<file path="config.mk">
export PLATFORM = sky130hd
export DESIGN_NAME = uart_rx
export DESIGN_NICKNAME = d
export VERILOG_FILES = /design/src/rtl/uart_rx.sv
export SDC_FILE = /design/constraint.sdc
export NUM_CORES = 1
export LEC_CHECK = 0
export CORE_MARGIN = 5
export CORE_UTILIZATION = 55
export CTS_BUF_LIST = sky130_fd_sc_hd__clkbuf_16
export DETAILED_ROUTE_END_ITERATION = 7
export PLACE_DENSITY = 0.72
export SLEW_MARGIN = 20
export SYNTH_ARGS = -nofsm -noshare
export SYNTH_HDL_FRONTEND = slang
export SYNTH_SLANG_ARGS = --single-unit
export TNS_END_PERCENT = 50
</file>
<file path="constraint.sdc">
create_clock -name clk_i -period 3.2 [get_ports clk_i]
set_clock_uncertainty 0.2 [all_clocks]
set_input_delay 0.64 -clock clk_i [delete_from_list [all_inputs] [get_ports clk_i]]
set_output_delay 0.64 -clock clk_i [all_outputs]
set_load 0.1 [all_outputs]
</file>
<file path="src/rtl/uart_rx.sv">
// UART receiver: 2-flop synchronised serial input, centre-sampled start/data/stop
// bits driven by a bit-width down-counter, a bit counter and a single FSM.
module uart_rx #(
  parameter int WIDTH = 8,
  parameter int FCLK  = 50000000,
  parameter int BAUD  = 115200
) (
  input  logic             clk_i,
  input  logic             rst_i,
  input  logic             rx_i,
  output logic [WIDTH-1:0] data_o,
  output logic             rx_done_o,
  output logic             frame_err_o,
  output logic             idle_o
);

  localparam int CLKS = FCLK / BAUD;
  localparam int HALF = CLKS / 2;
  localparam int CW   = (CLKS > 1) ? $clog2(CLKS) : 1;
  localparam int BW   = (WIDTH > 1) ? $clog2(WIDTH) : 1;

  generate
    if (CLKS < 4) begin : g_bad_clks
      $error("uart_rx: FCLK/BAUD must be at least 4");
    end
    if (WIDTH < 1 || WIDTH > 16) begin : g_bad_width
      $error("uart_rx: WIDTH must be in 1..16");
    end
  endgenerate

  typedef enum logic [2:0] {
    S_IDLE  = 3'd0,
    S_START = 3'd1,
    S_DATA  = 3'd2,
    S_STOP  = 3'd3,
    S_BREAK = 3'd4
  } state_t;

  state_t           state_q, state_d;
  logic             rx_meta_q, rx_s_q;
  logic [CW-1:0]    cnt_q, cnt_d;
  logic [BW-1:0]    bit_q, bit_d;
  logic [WIDTH-1:0] shift_q, shift_d, shift_in;
  logic [WIDTH-1:0] data_q, data_d;
  logic             done_q, done_d;
  logic             ferr_q, ferr_d;
  logic             tick;

  assign tick = (cnt_q == '0);

  // New bit enters at the MSB so the first bit received ends up in bit 0.
  generate
    if (WIDTH == 1) begin : g_shift_one
      assign shift_in = rx_s_q;
    end else begin : g_shift_many
      assign shift_in = {rx_s_q, shift_q[WIDTH-1:1]};
    end
  endgenerate

  always_ff @(posedge clk_i) begin
    if (rst_i) begin
      rx_meta_q <= 1'b1;
      rx_s_q    <= 1'b1;
      state_q   <= S_IDLE;
      cnt_q     <= '0;
      bit_q     <= '0;
      shift_q   <= '0;
      data_q    <= '0;
      done_q    <= 1'b0;
      ferr_q    <= 1'b0;
    end else begin
      rx_meta_q <= rx_i;
      rx_s_q    <= rx_meta_q;
      state_q   <= state_d;
      cnt_q     <= cnt_d;
      bit_q     <= bit_d;
      shift_q   <= shift_d;
      data_q    <= data_d;
      done_q    <= done_d;
      ferr_q    <= ferr_d;
    end
  end

  always_comb begin
    state_d = state_q;
    cnt_d   = tick ? cnt_q : cnt_q - 1'b1;
    bit_d   = bit_q;
    shift_d = shift_q;
    data_d  = data_q;
    done_d  = 1'b0;
    ferr_d  = 1'b0;
    case (state_q)
      S_IDLE: begin
        if (!rx_s_q) begin
          cnt_d   = CW'(HALF - 1);
          state_d = S_START;
        end
      end
      S_START: begin
        if (tick) begin
          if (!rx_s_q) begin
            cnt_d   = CW'(CLKS - 1);
            bit_d   = '0;
            state_d = S_DATA;
          end else begin
            state_d = S_IDLE;
          end
        end
      end
      S_DATA: begin
        if (tick) begin
          shift_d = shift_in;
          cnt_d   = CW'(CLKS - 1);
          if (bit_q == BW'(WIDTH - 1)) begin
            state_d = S_STOP;
          end else begin
            bit_d = bit_q + 1'b1;
          end
        end
      end
      S_STOP: begin
        // Leaving at mid-stop lets a start bit follow the stop bit with no gap.
        if (tick) begin
          if (rx_s_q) begin
            data_d  = shift_q;
            done_d  = 1'b1;
            state_d = S_IDLE;
          end else begin
            ferr_d  = 1'b1;
            state_d = S_BREAK;
          end
        end
      end
      S_BREAK: begin
        if (rx_s_q) begin
          state_d = S_IDLE;
        end
      end
      default: begin
        state_d = S_IDLE;
      end
    endcase
  end

  assign data_o      = data_q;
  assign rx_done_o   = done_q;
  assign frame_err_o = ferr_q;
  assign idle_o      = (state_q == S_IDLE);

endmodule

</file>
Word level (Yosys, flattened, before mapping):

Index checks and enable logic that the tools add are counted.

* register bits after elaboration: 35
* input bits: 3
* output and inout bits: 11

* add/sub/neg operators: 2
* equal/unequal tests: 13
* muxes and demuxes: 22
* bitwise operators: 2
* reduce and logical (&&, ||, !) cells: 8

Operator list (count)
* $mux 9: 5
* $mux 3: 11
* $pmux 9 s3: 1
* $ne 2x2->1 const B: 8
* $pmux 3 s5: 1
* $logic_not 9->1: 1
* $sub 9x1->9 const B: 1
* $eq 3x2->1 const B: 2
* $eq 3x3->1 const B: 2
* $pmux 3 s2: 1
* $reduce_and 6->1: 1
* $reduce_and 5->1: 1
* $add 3x1->3 const B: 1
* $eq 3x1->1 const B: 1
* $logic_not 3->1: 1
* $reduce_and 3->1: 1
* $reduce_or 3->1: 1
* $mux 1: 2
* $mux 2: 1
* $not 1->1: 2
* $reduce_and 2->1: 1
* $reduce_bool 2->1: 1

Longest topological paths before layout:

Gate-level depths: netlist of the first run.

* depth in word-level cells: 5
* mapped depth: 11

Worst setup path after synthesis of the first run:

No wires, ideal clock.

* kind: reg-to-reg
* start point: register state_q[1]
* end point: register cnt_q[5]
* library setup time: 132 ps
* arrival time: 3149 ps
* setup slack: -282 ps
* cell stages (with the launch flop): 6
* buffers on the path: 1
* clock period less this slack: 3482 ps
* cell sequence: dfxtp_1 > clkbuf_1 > nor3_1 > nand2b_1 > nand2_1 > o22ai_1

* word-level cells in the longest chain between the ends: 2

Ends and longest elaborated chain
* start: declaration: RTL line 39 `state_t state_q, state_d;`
* start signal: assignment: RTL line 74 `state_q <= state_d;`
* $logic_not 3->1
* named net idle_o: RTL line 14 `output logic idle_o`
* $pmux 9 s3: RTL line 92 `case (state_q)`
* end signal: assignment: RTL line 75 `cnt_q <= cnt_d;`
* end: declaration: RTL line 41 `logic [CW-1:0] cnt_q, cnt_d;`

The timed path passes the listed nets, and every way through them passes these cells.
A chain may end at the register's enable or synchronous reset.

Worst setup path in the final report of the first run:

* start point: register cnt_q[0]
* end point: register cnt_q[0]

* word-level cells in the longest chain between the ends: 5

Ends and longest elaborated chain
* $sub 9x1->9 or $logic_not 9->1 (tied branches): RTL line 86, 49
* $mux 9: RTL line 86 `cnt_d = tick ? cnt_q : cnt_q - 1'b1;`
* $mux 9: RTL line 101 `if (!rx_s_q) begin`
* $mux 9: RTL line 100 `if (tick) begin`
* $pmux 9 s3 *: RTL line 92

Every way passes the cells marked *; elsewhere a longest branch is shown, timed or not.

==> metrics, run 1 <==
cts bufs inserted 5; H-tree levels 2; CP Launch Point cnt_q[0]; Skew-Pair Late Insertion Delay 280 ps; crit path to cnt_q[0]; total track usage 17.76%; DRC viols 0; required time of the critical path 3170 ps; die span in y 64.63 um; IR drop worst, VDD 0.5275 mV; R2R Setup Slk 590 ps; Post-Syn Area 1642 sq um; clock sink total 35; crit path launch type flop; Slew @ Worst Pin 539.3 ps; Max Transition Viols Final 0; Top delay family on crit path simple AND/OR/NAND/NOR gates; Final Hold Violating Endpoints 0; Post-CTS Setup Inserts 0; Critical-path top delay cell or4b_1; Synth Area in XOR/XNOR 1.067%; worst reg-to-reg path cell count 10; initial antenna violation count 0; layout cells sized above 1 16.16%; CTS max path bufs 2; Top FF cell, synth dfxtp_1; setup ws final 591.2 ps; RSZ-0062 raised after global routing false; post-DP HPWL 2377 um; worst setup path class flop to flop; die area 4177 sq um; DR vias 1366; Bufs and invs on worst path 3; total power 1.829 mW; most common cell in the netlist dfxtp_1; WL/cell 15.00 um; clock-pin slew on the worst setup and hold paths 50 ps; first-pass GRT wire length 5706 um; largest family of logic cells by synthesized area simple AND/OR/NAND/NOR gates; crit-path max cell delay 660 ps; vias in the first global route 1305; leakage 0.7434 nW; crit-path cells inv_1, ha_1, or4b_1, nor2_4, inv_2, ha_1, inv_1, o32a_1, o22ai_1, a32o_1; FFs w/ async S/R, synth 0%; initial DRC count 92; Warnings, synthesis 0; Avg Inst Size Synth 8.970 sq um; Die X-Extent 64.63 um; worst hold slack 226.0 ps; largest net degree at the start of global routing 21; vias per cell 5.965; Slew HR 63.72%; Worst Path Max Fanout 6; PD cells 933.6 nW/um^2; post-synthesis simple-gate area fraction 24.62%; mux cell area share after synthesis 6.098%; # fillers 228; Place WS 616.8 ps; synthesized flop and latch total 35; root buffer cell clkbuf_16; fin util 69.85%; row cnt 19; GP Congestion 0.8439; Setup crit end kind flop; WP data arrival 2580 ps; n_diodes 0; max cap viols 0; io pins 14; CORE AREA 2805 sq um; Final period util 81.53%; top-area cell type share of the netlist area 42.68%; worst r2r src cnt_q[0]; First-pass DRT Iterations 4; post-synthesis cell type count 43; IO buf count 13; Synth top cells by count dfxtp_1 (35), a21oi_1 (16), nand2_1 (13), nor2_1 (13), nand3_1 (12); Post-synth EDFFs 0; Nets 205; Critical Path Stages 10; Synth Instances 183; placed inst area 1770 sq um; post-route cell area 1959 sq um; Initial Util 58.52%; grt ovf 0; Net Count, Synth 191; register area share after synthesis 42.68%; Tightest Hold Check Type flop to flop; status finished clean; setup TNS 0 ps; Synth Area in Compound Gates 16.77%; antenna viol nets, final 0; top post-synthesis cells by area dfxtp_1 (43%), mux2i_1 (6.1%), a21oi_1 (4.9%), ha_1 (3.8%), nand3_1 (3.7%); Final Non-Filler Cells 229; Synth Area in Adders 3.811%; area leader, netlist dfxtp_1; quantity of gates resized following cts 0; fmax 383.3 MHz; RR Endpoint cnt_q[0]; Final setup viols 0; area grow syn2layout 19.36%; cts hold-fix bufs 0; final wirelength 3434 um; DP Cell Count 221; CTS tree built; Final min period 2609 ps
==> final cells by class <==
type | count | area, sq um | share of cell area, %
well taps | 31 | 38.79 | 1.980
inverters | 7 | 26.28 | 1.341
multi-input cells | 130 | 864.6 | 44.13
flip-flops and latches | 35 | 700.7 | 35.76
clock inverters | 3 | 63.81 | 3.257
repair buffers | 18 | 140.1 | 7.152
clock buffers | 5 | 125.1 | 6.386
==> how the worst min path moves through the flow <==
stage                     slack [ps]  cells past startpoint  endpoint      start
after floorplan                  190                      1    rx_s_q  rx_meta_q
after global placement           210                      1    rx_s_q  rx_meta_q
after detailed placement         220                      1    rx_s_q  rx_meta_q
after CTS                        240                      1    rx_s_q  rx_meta_q
after global routing             240                      1    rx_s_q  rx_meta_q
final                            230                      1    rx_s_q  rx_meta_q
==> cell families after synthesis <==
family	count (synthesis)
fa+ha+maj	5
buf+inv	18
simple gates	72
xor+xnor	2
flops	35
compound gates	41
mux	10
==> registers in the layout, indices dropped and copies added, names as in the netlist <==
| register | flops |
|---|---|
| bit_q | 3 |
| data_o | 8 |
| rx_s_q | 1 |
| rx_done_o | 1 |
| rx_meta_q | 1 |
| shift_q | 8 |
| cnt_q | 9 |
| state_q | 3 |
| frame_err_o | 1 |
==> worst register-to-register path, cell delays in order (launching register included) <==
cell and delay, ps:
dfxtp_1 350, inv_1 90, ha_1 150, or4b_1 660
nor2_4 170, inv_2 70, ha_1 270, inv_1 90
o32a_1 160, o22ai_1 80, a32o_1 220
==> layer usage <==
layer	share of wire (%)	wire length, um	GRT usage [%]
met1	47	1601	20.74
met2	48	1636	29.12
met3	4.2	143	5.699
met4	1.5	52	9.235
met5	0	0	0
==> power breakdown <==
| part | switching (mW) | total [mW] | internal, mW |
|---|---|---|---|
| clock | 0.171 | 0.613 | 0.443 |
| combinational | 0.388 | 0.638 | 0.250 |
| sequential | 0.0846 | 0.578 | 0.493 |
==> layout by cell type (no fill, tap or decap), drive strengths merged, types with 3 or more instances in the layout <==
cell and instances:
dfxtp 35, buf 16, nand3 12, nor3 6, o211ai 3, a31oi 4, or3 3, a21oi 16
inv 8, or3b 3, or2 3, a211oi 3, nand2b 6, o22ai 4, nor2 14, clkbuf 5
o21ai 4, nand2 13, ha 5, mux2i 10
No activity file was read; power rests on OpenSTA's default activity.
==> run 2: changes to the inputs <==
CORE_UTILIZATION = 51   (was 55)
PLACE_DENSITY = 0.7   (was 0.72)
clock period = 2.4 ns   (was 3.2 ns; I/O delays follow)
==> run 2 against run 1 <==
Via count increased by 4.2%. Clock power decreased by 3%. Final cell count increased by 8.3%. Total power increased by 29%. Flip-flop and latch count unchanged. Utilization decreased by 5.0 points. Design area increased by 1.9%. Wire length increased by 5.2%. Critical path depth unchanged. Combinational power increased by 60%. Highest routed layer unchanged.
==> metrics, run 2 (synthesis gave the netlist of run 1 again) <==
Final min period 2285 ps (-323.6 ps); CTS max path bufs 2 (unchanged); Initial Util 53.33% (-5.2 points); Die X-Extent 66.74 um (+3.3%); crit-path cells inv_2, ha_2, or4b_4, nor2_4, inv_2, ha_1, inv_2, o32a_1, o22ai_1, a32o_1; IO buf count 13 (unchanged); initial DRC count 104 (+13%); grt ovf 0 (unchanged); Final setup viols 0 (unchanged); # fillers 283 (+24%); die area 4454 sq um (+6.6%); Critical-path top delay cell or4b_4; Final period util 95.22% (+14 points); WP data arrival 2250 ps (-330 ps); leakage 0.7622 nW (+2.5%); Tightest Hold Check Type flop to flop; most frequent cells in the layout dfxtp_1 (34), buf_4 (21), a21oi_1 (16); IR drop worst, VDD 0.6076 mV (+15%); CTS tree built; root buffer cell clkbuf_16; WL/cell 14.57 um (-2.8%); largest net degree at the start of global routing 31 (+48%); n_diodes 0 (unchanged); die span in y 66.74 um (+3.3%); setup TNS 0 ps (unchanged); antenna viol nets, final 0 (unchanged); Reg with most FFs cnt_q; vias in the first global route 1375 (+5.4%); worst setup path class flop to flop; first-pass GRT wire length 6223 um (+9.1%); final wirelength 3614 um (+5.2%); First-pass DRT Iterations 5 (+1); layout cells sized above 1 21.08% (+4.9 points); required time of the critical path 2370 ps (-800 ps); fmax 437.6 MHz (+14%); post-DP HPWL 2485 um (+4.6%); RSZ-0062 raised after global routing false; PD cells 1185 nW/um^2 (+27%); vias per cell 5.742 (-3.7%); clock-pin slew on the worst setup and hold paths 50 ps (about the same); Max Transition Viols Final 0 (unchanged); most common cell after layout, fill and taps aside dfxtp_1; crit-path max cell delay 490 ps (-170 ps); Slew @ Worst Pin 579.9 ps (+40.61 ps); crit path launch type flop; Slew HR 61.29% (-2.4 points); clock sink total 35 (unchanged); cts bufs inserted 5 (unchanged); Worst Path Max Fanout 5 (-1); H-tree levels 2 (unchanged); area grow syn2layout 21.57%; total power 2.365 mW (+29%); CORE AREA 3078 sq um (+9.7%); critical path's most frequent cell inv_2; max FFs per register 9 (unchanged); max cap viols 0 (unchanged); DRC viols 0 (unchanged); total track usage 18.69% (+0.94 points); Skew-Pair Late Insertion Delay 280 ps (about the same); status finished clean; Nets 211 (+2.9%); GP Congestion 0.8642 (+2.4%); DR vias 1424 (+4.2%); Final Hold Violating Endpoints 0 (unchanged); R2R Setup Slk 110 ps (-480 ps); Post-CTS Setup Inserts 0 (unchanged); row cnt 20 (+1); Setup crit end kind flop; initial antenna violation count 0 (unchanged); io pins 14 (unchanged)
[run 2: cell count changes in the layout (fill, tap and decap cells not counted), moves of 2 or more]
cell	before	now
inv_2	1	4
buf_4	16	21
inv_1	7	5
bufinv_16	2	0
[run 2: what timing repair did]
action / CTS / global route
gates resized for setup: 0 / 6
hold buffers: 0 / 0
setup endpoints to repair: 0 / 1
[run 2: per-stage QoR]
step / hold WS (ps) / setup slack (ps) / utilization, % / cell area [sq um] / cells
2_1_floorplan: 189.5 / 29.57 / - / 1653 / 183
3_3_place_gp: 190.6 / 135.8 / 60.12 / 1851 / 240
3_5_place_dp: 204.9 / 46.21 / 60.12 / 1851 / 240
4_1_cts: 220.3 / 27.28 / 64.59 / 1988 / 248
5_1_grt: 230.9 / 12.55 / 64.84 / 1996 / 248
6_report: 224.6 / 114.7 / 64.84 / 1996 / 248
[run 2: final cells by class]
cell class              instances  area (sq um)  area share (%)
multi-input cells             130         877.1           43.95
flip-flops and latches         35         701.9           35.17
repair buffers                 24         197.7           9.906
clock buffers                   5         125.1           6.270
well taps                      44         55.05           2.759
inverters                       7         26.28           1.317
clock inverters                 3         12.51          0.6270
[run 2: worst paths after layout]
| path | endpoint | depth (start not counted) | from |
|---|---|---|---|
| worst max-delay path | cnt_q[0] | 10 | cnt_q[1] |
| worst min-delay path | rx_s_q | 1 | rx_meta_q |
| worst max register to register | cnt_q[0] | 10 | cnt_q[1] |
| worst min register to register | rx_s_q | 1 | rx_meta_q |
[run 2: critical path, delay by kind of cell (launching register included)]
| kind | cells | cell delay [ps] |
|---|---|---|
| AOI/OAI and AO/OA | 3 | 410 |
| buffers and inverters | 3 | 190 |
| DFF | 1 | 330 |
| adders and majority gates | 2 | 450 |
| and+or+nand+nor | 2 | 600 |
[run 2: routing by layer]
| metal | global-route usage, % | vias to the layer above | wire length, um |
|---|---|---|---|
| met2 | 32.55 | 26 | 1854 |
| met3 | 5.734 | 7 | 134 |
| met1 | 21.18 | 688 | 1572 |
| li1 | - | 703 | - |
| met4 | 7.107 | 0 | 53 |
| met5 | 0 | - | 0 |
[run 2: where the power goes]
part | leakage, nW | switching (mW) | internal, mW
Combinational | 0.401 | 0.597 | 0.426
Clock | 0.0762 | 0.222 | 0.374
Sequential | 0.285 | 0.0863 | 0.660
==> run 3: changes to the inputs <==
CORE_UTILIZATION = 25   (was 51)
PLACE_DENSITY = 0.38   (was 0.7)
==> run 3 against run 2 <==
Combinational power barely moved. Wire length grew 14%. Sequential power is 1% lower. Non-clock buffer count increased by 2. Utilization fell by 33 points. Critical path depth is the same. Clock power up 5.9%. Clock-buffer cell count unchanged. Largest cell class unchanged. Largest power group unchanged.
==> metrics, run 3 (synthesis gave the netlist of run 1 again) <==
Final Non-Filler Cells 283 (+14%); max FFs per register 9 (unchanged); leakage 0.7661 nW (+0.51%); Die X-Extent 91.03 um (+36%); initial DRC count 88 (-15%); area grow syn2layout 25.23%; CTS tree built; worst hold slack 221.4 ps (-3.170 ps); setup TNS 0 ps (unchanged); status finished clean; largest net degree at the start of global routing 31 (unchanged); Tightest Hold Check Type flop to flop; first-pass GRT wire length 6962 um (+12%); Max Transition Viols Final 0 (unchanged); io pins 14 (unchanged); PD cells 1163 nW/um^2 (-1.9%); DRC viols 0 (unchanged); Initial Util 25.71% (-28 points); Final min period 2287 ps (+1.381 ps); placed inst area 1907 sq um (+3.0%); Highest Signal Layer met4; vias in the first global route 1423 (+3.5%); layout cells sized above 1 19.90% (-1.2 points); DR WL met3 98 um (-27%); Slew @ Worst Pin 593.6 ps (+13.72 ps); IR drop worst, VDD 0.5235 mV (-14%); Final setup viols 0 (unchanged); n_diodes 0 (unchanged); RSZ-0062 raised after global routing false; max cap viols 0 (unchanged); IO buf count 13 (unchanged); crit path launch type flop; CTS max path bufs 2 (unchanged); Final period util 95.28% (about the same); WL/cell 14.51 um (-0.41%); most frequent cells in the layout dfxtp_1 (35), buf_4 (23), a21oi_1 (16); root buffer cell clkbuf_16; most common cell after layout, fill and taps aside dfxtp_1; row cnt 29 (+45%); GP Congestion 0.7879 (-8.8%); post-DP HPWL 2963 um (+19%); die area 8286 sq um (+86%); clock sink total 35 (unchanged); total power 2.391 mW (+1.1%); grt ovf 0 (unchanged); Skew-Pair Late Insertion Delay 280 ps (about the same); fmax 437.3 MHz (about the same); Nets 213 (+0.95%); antenna viol nets, final 0 (unchanged); cts hold-fix bufs 0 (unchanged); initial antenna violation count 0 (unchanged); routed length on met2 1995 um (+7.6%); clock-pin slew on the worst setup and hold paths 60 ps (about the same); total track usage 10.38% (-8.3 points); Worst Path Max Fanout 5 (unchanged); H-tree levels 2 (unchanged); fin util 32.19% (-33 points); DR vias 1408 (-1.1%); DRT met1 WL 1940 um (+23%); DP Cell Count 275 (+15%); final wirelength 4107 um (+14%); required time of the critical path 2370 ps (about the same); Setup crit end kind flop; WP data arrival 2260 ps (about the same); CORE AREA 6386 sq um (+110%); cts bufs inserted 5 (unchanged); Reg with most FFs cnt_q; Place WS 77.29 ps (+31.08 ps); # fillers 664 (+130%); Final Hold Violating Endpoints 0 (unchanged); die span in y 91.03 um (+36%); worst setup path class flop to flop; Slew HR 60.06% (-1.2 points); setup ws final 113.3 ps (-1.381 ps); post-route cell area 2056 sq um (+3.0%); First-pass DRT Iterations 4 (-1); vias per cell 4.975 (-13%)
==> run 3: critical path, stage by stage (launching register included) <==
cell and delay [ps]:
dfxtp_1 330, inv_1 80, ha_1 150, or4b_4 490, nor2_4 110, inv_2 60
ha_1 260, inv_1 80, o32a_1 150, o22ai_1 70, a32o_1 200
==> run 3: per-layer routing <==
metal,GRT usage [%],vias to the layer above
met5,0,-
met4,5.012,0
met3,2.810,4
met2,16.35,15
met1,13.08,689
li1,-,700
==> run 3: path summary, 6_finish.rpt <==
check / from / end / slack [ps] / cells past startpoint
max: cnt_q[1] / cnt_q[0] / 110 / 10
min: rx_meta_q / rx_s_q / 220 / 1
max reg2reg: cnt_q[1] / cnt_q[0] / 110 / 10
min reg2reg: rx_meta_q / rx_s_q / 220 / 1
==> run 3: repair_timing <==
item,in CTS,in global routing
gates resized for setup,0,1
setup buffers,0,0
endpoints found under the setup margin,0,2
==> run 3: area by class of cell <==
class	instances	area, sq um	area share (%)
Clock buffer	5	125.1	6.086
Multi-Input combinational cell	130	874.6	42.54
Tap cell	77	96.34	4.687
Timing Repair Buffer	26	212.7	10.35
Inverter	7	26.28	1.278
Sequential cell	35	700.7	34.08
Clock inverter	3	20.02	0.9738
==> run 3: report_power, final <==
part / switching [mW] / internal [mW]
Combinational: 0.594 / 0.429
Clock: 0.249 / 0.382
Sequential: 0.0799 / 0.657
